===== config.mk =====
export PLATFORM = sky130hd
export DESIGN_NAME = fetch_sequencer
export DESIGN_NICKNAME = d
export VERILOG_FILES = /design/src/rtl/fetch_sequencer.sv
export SDC_FILE = /design/constraint.sdc
export NUM_CORES = 1
export LEC_CHECK = 0
export ABC_AREA = 1
export CELL_PAD_IN_SITES_DETAIL_PLACEMENT = 0
export CELL_PAD_IN_SITES_GLOBAL_PLACEMENT = 1
export CORE_UTILIZATION = 28
export DETAILED_ROUTE_END_ITERATION = 8
export PLACE_DENSITY_LB_ADDON = 0.15
export SLEW_MARGIN = 30
export SYNTH_ARGS = -nofsm -noshare
export SYNTH_HDL_FRONTEND = slang
export SYNTH_SLANG_ARGS = --single-unit

===== constraint.sdc =====
create_clock -name clk -period 1.54 [get_ports clk]
set_input_delay 0.231 -clock clk [delete_from_list [all_inputs] [get_ports clk]]
set_output_delay 0.231 -clock clk [all_outputs]
set_load 0.02 [all_outputs]

===== src/rtl/fetch_sequencer.sv =====
// Program counter and fetch controller: addresses instruction memory, captures into the IR, hands off to decode.
// Optional performance counters (fetch_count, squash_count) are built when FETCH_SEQ_PERF_CNT_EN is defined.
module fetch_sequencer #(
  parameter int                ADDR_W      = 4,
  parameter int                INSTR_W     = 16,
  parameter logic [ADDR_W-1:0] RESET_PC    = '0,
  parameter logic [3:0]        HALT_OPCODE = 4'b1111
) (
  input  logic               clk,
  input  logic               rst_n,
  input  logic               start,
  output logic [ADDR_W-1:0]  imem_addr,
  input  logic [INSTR_W-1:0] imem_instr,
  output logic               ir_valid,
  input  logic               ir_ready,
  output logic [INSTR_W-1:0] ir_instr,
  output logic [ADDR_W-1:0]  ir_pc,
  input  logic               redirect_valid,
  input  logic [ADDR_W-1:0]  redirect_pc,
  output logic               busy,
  output logic               halted,
`ifdef FETCH_SEQ_PERF_CNT_EN
  output logic [7:0]         fetch_count,
  output logic [7:0]         squash_count,
`endif
  output logic [1:0]         state_dbg
);

  // Handshake: the IR moves to decode on any rising edge where ir_valid & ir_ready.
  // While ir_valid & !ir_ready, ir_instr and ir_pc are held unchanged.
  typedef enum logic [1:0] {
    IDLE  = 2'd0,
    FETCH = 2'd1,
    HALT  = 2'd2
  } state_t;

  state_t               state, state_n;
  logic [ADDR_W-1:0]    pc, pc_n;
  logic                 ir_valid_n;
  logic [INSTR_W-1:0]   ir_instr_n;
  logic [ADDR_W-1:0]    ir_pc_n;
  logic                 slot_free;
  logic                 xfer;
  logic                 restart;
  logic                 squash;

  assign slot_free = !ir_valid || ir_ready;
  assign xfer      = ir_valid && ir_ready;

  always_comb begin
    state_n    = state;
    pc_n       = pc;
    ir_valid_n = ir_valid;
    ir_instr_n = ir_instr;
    ir_pc_n    = ir_pc;
    restart    = 1'b0;
    squash     = 1'b0;
    case (state)
      IDLE: begin
        if (start) begin
          state_n    = FETCH;
          pc_n       = RESET_PC;
          ir_valid_n = 1'b0;
          restart    = 1'b1;
        end
      end
      FETCH: begin
        if (redirect_valid) begin
          // A transfer in this same cycle has already been delivered; only an untransferred IR is lost.
          pc_n       = redirect_pc;
          ir_valid_n = 1'b0;
          squash     = ir_valid && !ir_ready;
        end else if (slot_free) begin
          ir_instr_n = imem_instr;
          ir_pc_n    = pc;
          ir_valid_n = 1'b1;
          pc_n       = pc + 1'b1;
          if (imem_instr[INSTR_W-1 -: 4] == HALT_OPCODE) state_n = HALT;
        end
      end
      HALT: begin
        if (start) begin
          state_n    = FETCH;
          pc_n       = RESET_PC;
          ir_valid_n = 1'b0;
          restart    = 1'b1;
        end else if (xfer) begin
          ir_valid_n = 1'b0;
        end
      end
      default: begin
        state_n    = IDLE;
        ir_valid_n = 1'b0;
      end
    endcase
  end

  always_ff @(posedge clk) begin
    if (!rst_n) begin
      state    <= IDLE;
      pc       <= RESET_PC;
      ir_valid <= 1'b0;
      ir_instr <= '0;
      ir_pc    <= '0;
    end else begin
      state    <= state_n;
      pc       <= pc_n;
      ir_valid <= ir_valid_n;
      ir_instr <= ir_instr_n;
      ir_pc    <= ir_pc_n;
    end
  end

`ifdef FETCH_SEQ_PERF_CNT_EN
  always_ff @(posedge clk) begin
    if (!rst_n || restart) begin
      fetch_count  <= 8'd0;
      squash_count <= 8'd0;
    end else begin
      if (xfer)   fetch_count  <= fetch_count + 8'd1;
      if (squash) squash_count <= squash_count + 8'd1;
    end
  end
`endif

  assign imem_addr = pc;
  assign busy      = (state == FETCH);
  assign halted    = (state == HALT) && !ir_valid;
  assign state_dbg = state;

endmodule


==> metrics.yaml, run 1 <==
global_routing:
  grt_pass1_vias: 1141
  grt_pass1_wl_um: 5085
  grt_max_degree: 19
  grt_usage: 0.1495
  overflow: 0
  antenna_found_initial: 0
cts:
  cts.sinks: 27
  ctsHtreeMaxLevel: 1
  cts_resized: 5
  ctsHoldBuffers: 0
  clock_latency_ns: 0.27
  cts.clk_slew.worst_paths_ns: 0.09
  postCtsSetupRepairBufs: 0
  cts-root-buf: "clkbuf_8"
  cts_buffer_depth: 2
  cts_buffers: 3
  tritoncts: "built"
synth:
  synth-seq-cells: 27
  ys_types: 21
  yosysSeqAreaShare: 0.4562
  synth_cells: 155
  yosysWarnings: 0
  avgSynthCellArea_um2: 7.644
  syn_nets: 181
  syn_area_mm2: 0.001185
floorplan:
  dieHeight_um: 67.05
  rows: 23
  ios: 54
  dieArea_mm2: 0.004496
  core_area_mm2: 0.004029
  fp.dieW_um: 67.05
  start_util: 0.2941
sta:
  setup_tns_ns: 0
  setup_ws_ns: 0.05492
  drv_slew: 0
  finalHoldViolations: 0
  finClkSkew_ns: 0.002227
  worst_pin_slew_ns: 0.2626
  max_freq_mhz: 673.4
  relSlewSlack: 0.8244
  grt_setup_unrepaired: "false"
  min_period_ns: 1.485
  setup_viol: 0
  post-route-period-util: 0.9643
drt:
  dr.first_iter.drc_count: 87
  postRouteAntennaNets: 0
  vias: 1223
  via_per_inst: 4.530
  drt_pass1_iterations: 4
  drc_errors: 0
  wl_per_cell_um: 11.74
  drt_wl_total_um: 3170
setup_path:
  path_buf_inv: 1
  cpLargestDelayFamily: "buffers and inverters"
  critical_path.max_fanout: 2
  slowest_delay_ns: 0.62
  path_class: "reg -> out"
  cp_slowest_cell: "clkdlybuf4s50_1"
  arrival_ns: 1.25
  cp-start-kind: "register"
  cp_cell_sequence: "clkdlybuf4s50_1"
  end_kind: "primary output"
  worst_ep_required_time_ns: 1.31
layout:
  diodes: 0
  layout-drive-gt1-share: 0.1455
  fillerInstances: 414
  fin_cells: 270
  regArea_um2: 540.5
  nets: 247
  syn2layout_area_growth_pct: 58.61
  multi_input_area_um2: 563.0
run:
  cap_viol_max_count: 0
pwr:
  clkPwrFrac: 0.257
  power_density_mw_per_mm2: 837.4
  switchingPower_mw: 0.4513
  p_int_mw: 1.122
  p_leak_nw: 0.8118
  fin_total_pwr_mw: 1.574
  combPwrFrac: 0.253
  peakVddDrop_mv: 0.6525
  seqPwrFrac: 0.490
  power.switching_fraction: 0.2868
placement:
  port_buffers: 53
  gp_congestion: 0.8069
  pre_cts_ws_ns: -0.03160
  place_hpwl_um: 2448
  placed_cells: 266
min_path:
  hold_path_class: "reg -> reg"
status:
  status: "finished clean"
## state kept, by name (all words and copies together), names as in the netlist
name	cells
ir_valid	1
state_dbg	2
imem_addr	4
ir_pc	4
ir_instr	16
## cell type report
cell class	instances	area share
tap	50	0.03329
timing repair buffer	66	0.3322
clock inverter	1	0.003995
multi-input combinational	113	0.2996
sequential	27	0.2876
clock buffer	3	0.02197
inverter	10	0.02130
## routing by layer
| metal | wire (um) | global-route usage |
|---|---|---|
| met2 | 1555 | 0.2625 |
| met1 | 1368 | 0.1763 |
| met3 | 236 | 0.04966 |
| met5 | 0 | 0 |
| met4 | 10 | 0.02394 |
## cell usage in the layout (no fill, tap or decap), types with 2 or more instances in the layout
master,instances
a21oi_1,8
buf_4,13
clkbuf_8,3
clkdlybuf4s50_1,47
dfxtp_1,27
dlygate4sd2_1,5
inv_1,8
nand2_1,21
nand3_1,9
nor2_1,35
nor2_2,9
nor2_8,2
o21ai_0,12
o21ai_1,10
## final timing paths
path,from,end,slack (ns),cells after the start
worst max-delay path,ir_pc[2],ir_pc[2],0.05,1
worst min-delay path,ir_instr[12],ir_instr[12],0.50,2
worst min register to register,ir_instr[12],ir_instr[12],0.50,2
worst max register to register,state_dbg[1],ir_instr[12],0.16,8
## cells by family (layout without fill, tap and decap cells)
logic type,count (synthesis),in the layout,share of synthesized area
adder cells (fa/ha/maj),1,1,0.01056
AND/OR/NAND/NOR,80,80,0.3252
flip-flops,27,27,0.4562
AO/OA/AOI/OAI,32,32,0.1394
buffers and inverters,15,80,0.06864
## tightest hold or removal path: stages, from the launching register on
cell	delay (ns)
dfxtp_1	0.33
nor2_1	0.09
nor2_1	0.05
## synth_stat cells
cell type  count  area (um^2)
buf_6          3        33.78
nand4_1        1        6.260
nor2_2         9        56.30
nor2_8         2        40.04
o21ai_0       12        60.06
a211oi_1       1        7.510
ha_1           1        12.51
a21oi_1        8        40.04
o21ai_1       10        50.05
nor2_4         1        11.26
dfxtp_1       27        540.5
nand3_1        9        45.04
o211ai_1       1        7.510
inv_2          1        3.750
buf_1          2        7.510
nor2_1        35        131.4
nand2_4        1        11.26
nor3_1         1        5.000
nand2_1       21        78.83
inv_1          8        30.03
inv_4          1        6.260
## power by group through the flow
stage	Combinational, mW	Sequential, mW	Clock (mW)
2_1_floorplan	0.133	0.845	0
3_3_place_gp	0.404	0.786	0
3_5_place_dp	0.407	0.787	0
4_1_cts	0.403	0.772	0.420
5_1_grt	0.434	0.778	0.442
6_report	0.398	0.772	0.405
## through the flow
| step | hold slack [ns] | utilization | cell area, um^2 |
|---|---|---|---|
| floorplan | 0.3570 | - | 1185 |
| global placement | 0.4803 | 0.4553 | 1834 |
| detailed placement | 0.4849 | 0.4553 | 1834 |
| CTS | 0.5068 | 0.4658 | 1877 |
| global route | 0.5387 | 0.4665 | 1879 |
| finish | 0.5038 | 0.4665 | 1879 |
(Power assumes the default switching activity.)
==> run 2: changes to the inputs <==
--- a/config.mk
+++ b/config.mk
@@ -8,6 +8,7 @@
 export ABC_AREA = 1
 export CELL_PAD_IN_SITES_DETAIL_PLACEMENT = 0
 export CELL_PAD_IN_SITES_GLOBAL_PLACEMENT = 1
+export CORE_MARGIN = 5
 export CORE_UTILIZATION = 28
 export DETAILED_ROUTE_END_ITERATION = 8
 export PLACE_DENSITY_LB_ADDON = 0.15
==> run 2 against run 1 <==
Effect of this change:
- fmax is 0.33% higher
- clock skew up 0.0029 ns
- critical endpoint is now ir_instr[12]
- count of clock-buffer cells in the layout stayed put
- critical path depth stayed put
==> metrics.yaml, run 2 (synthesis gave the netlist of run 1 again) <==
status:
  status: "finished clean"
placement:
  port_buffers: 53  # unchanged
  place_hpwl_um: 2625  # +7.2%
  detailed_place.area_mm2: 0.001832  # -0.14%
  pre_cts_ws_ns: -0.01569  # +0.01590 ns
  gp_congestion: 0.8122  # +0.66%
  placed_cells: 264  # -0.75%
setup_path:
  end_kind: "primary output"
  r2r_start: "state_dbg[1]"
  arrival_ns: 1.25  # about the same
  rrSetupSlack_ns: 0.18  # +0.02 ns
  r2r_cells: 8  # unchanged
  cp_slowest_cell: "clkdlybuf4s50_1"
  path_buf_inv: 1  # unchanged
  path_class: "reg -> out"
  slowest_delay_ns: 0.61  # about the same
  cp-start-kind: "register"
  cpLargestDelayFamily: "buffers and inverters"
  reg2reg_to: "ir_instr[12]"
  worst_ep_required_time_ns: 1.31  # about the same
  critical_path.max_fanout: 2  # unchanged
  cp_cell_sequence: "clkdlybuf4s50_1"
floorplan:
  dieArea_mm2: 0.005633  # +25%
  fp.dieW_um: 75.05  # +12%
  rows: 23  # unchanged
  dieHeight_um: 75.05  # +12%
  start_util: 0.2920  # -0.002086
  core_area_mm2: 0.004058  # +0.71%
  ios: 54  # unchanged
layout:
  fin_cells: 268  # -0.74%
  most-common-layout-cells: "45 x clkdlybuf4s50_1, 35 x nor2_1, 27 x dfxtp_1"
  syn2layout_area_growth_pct: 58.18
  layout_commonest_cell: "clkdlybuf4s50_1"
  nets: 245  # -0.81%
  largest_register_ffs: 16  # unchanged
  fillerInstances: 395  # -4.6%
  finish.instance_area_mm2: 0.001874  # -0.27%
  layout-drive-gt1-share: 0.1376  # -0.007840
  diodes: 0  # unchanged
  largest-register: "ir_instr"
global_routing:
  grt_pass1_wl_um: 5582  # +9.8%
  grt_pass1_vias: 1241  # +8.8%
  grt_usage: 0.1271  # -0.02247
  antenna_found_initial: 0  # unchanged
  overflow: 0  # unchanged
  grt_max_degree: 23  # +4
drt:
  drt_pass1_iterations: 2  # -2
  dr.first_iter.drc_count: 30  # -66%
  drt_wl_total_um: 3347  # +5.6%
  via_per_inst: 4.448  # -1.8%
  wl_per_cell_um: 12.49  # +6.4%
  drc_errors: 0  # unchanged
  postRouteAntennaNets: 0  # unchanged
  vias: 1192  # -2.5%
sta:
  setup_viol: 0  # unchanged
  worst_pin_slew_ns: 0.2598  # -0.002834 ns
  drv_slew: 0  # unchanged
  max_freq_mhz: 675.6  # +0.33%
  post-route-period-util: 0.9611  # -0.003200
  setup_tns_ns: 0  # unchanged
  setup_ws_ns: 0.05985  # +0.004928 ns
  relSlewSlack: 0.8268  # +0.002438
  finalHoldViolations: 0  # unchanged
  grt_setup_unrepaired: "false"
  min_period_ns: 1.480  # -0.004928 ns
  finClkSkew_ns: 0.005147  # +0.002919 ns
pwr:
  power_density_mw_per_mm2: 845.4  # +0.95%
  peakVddDrop_mv: 0.6712  # +2.9%
  combPwrFrac: 0.250  # -0.003
  p_int_mw: 1.123  # about the same
  switchingPower_mw: 0.4619  # +2.3%
  seqPwrFrac: 0.488  # -0.002
  clkPwrFrac: 0.262  # +0.005
  p_leak_nw: 0.8132  # +0.17%
  power.switching_fraction: 0.2915  # +0.004718
  fin_total_pwr_mw: 1.584  # +0.69%
cts:
  postCtsSetupRepairBufs: 0  # unchanged
  cts_buffer_depth: 2  # unchanged
  cts.clk_slew.worst_paths_ns: 0.10  # about the same
  tritoncts: "built"
  ctsHtreeMaxLevel: 1  # unchanged
  cts_buffers: 3  # unchanged
  cts.sinks: 27  # unchanged
  clock_latency_ns: 0.28  # about the same
  cts-root-buf: "clkbuf_8"
min_path:
  hp-start: "ir_instr[12]"
  hold_path_class: "reg -> reg"
  holdPathStages: 2  # unchanged
  min_delay_worst_endpoint: "ir_instr[12]"
run:
  cap_viol_max_count: 0  # unchanged
-- run 2: cell types whose count changed in the layout (fill, tap and decap cells not counted) --
cell	previous run	this run
buf_4	13	10
clkdlybuf4s50_1	47	45
dlygate4sd2_1	5	7
buf_12	0	1
-- run 2: layout make-up --
| type | count | area, um^2 | area share |
|---|---|---|---|
| Inverter | 10 | 40.04 | 0.02136 |
| Timing Repair Buffer | 64 | 619.3 | 0.3304 |
| Tap cell | 50 | 62.56 | 0.03338 |
| Sequential cell | 27 | 540.5 | 0.2884 |
| Clock buffer | 3 | 41.29 | 0.02203 |
| Multi-Input combinational cell | 113 | 563.0 | 0.3004 |
| Clock inverter | 1 | 7.507 | 0.004005 |
-- run 2: per-layer routing --
layer  share of wire  GRT usage  up-vias  routed length [um]
li1                -          -      624                   -
met1            0.42     0.1470      535                1399
met4          0.0066    0.03162        0                  22
met2            0.50     0.2195       29                1671
met3           0.076    0.04940        4                 253
met5               0          0        -                   0
-- run 2: what timing repair did --
item                                    in CTS  in global routing
endpoints found under the setup margin       7                  1
hold buffers                                 0                  0
gates resized for setup                      7                  1
-- run 2: power groups by stage --
stage,Combinational (mW),Sequential (mW),Clock (mW)
4_1_cts,0.402,0.773,0.433
3_3_place_gp,0.403,0.789,0
5_1_grt,0.434,0.778,0.458
3_5_place_dp,0.407,0.789,0
2_1_floorplan,0.133,0.845,0
6_report,0.396,0.773,0.415
-- run 2: worst max-delay path by stage --
stage                             from            to  slack [ns]  depth (start not counted)
after floorplan           state_dbg[0]  ir_instr[10]        0.11                          8
after global placement        ir_ready  ir_instr[12]        0.02                          8
after detailed placement      ir_ready  ir_instr[12]       -0.02                          8
after CTS                 imem_addr[3]  imem_addr[3]        0.01                          1
after global routing          ir_pc[1]      ir_pc[1]       0.004                          1
final                     ir_instr[12]  ir_instr[12]        0.06                          1
-- run 2: per-stage QoR --
step	utilization	hold slack [ns]
floorplan	-	0.3570
global placement	0.4514	0.4810
detailed placement	0.4514	0.4886
CTS	0.4613	0.5150
global route	0.4619	0.5416
finish	0.4619	0.5099
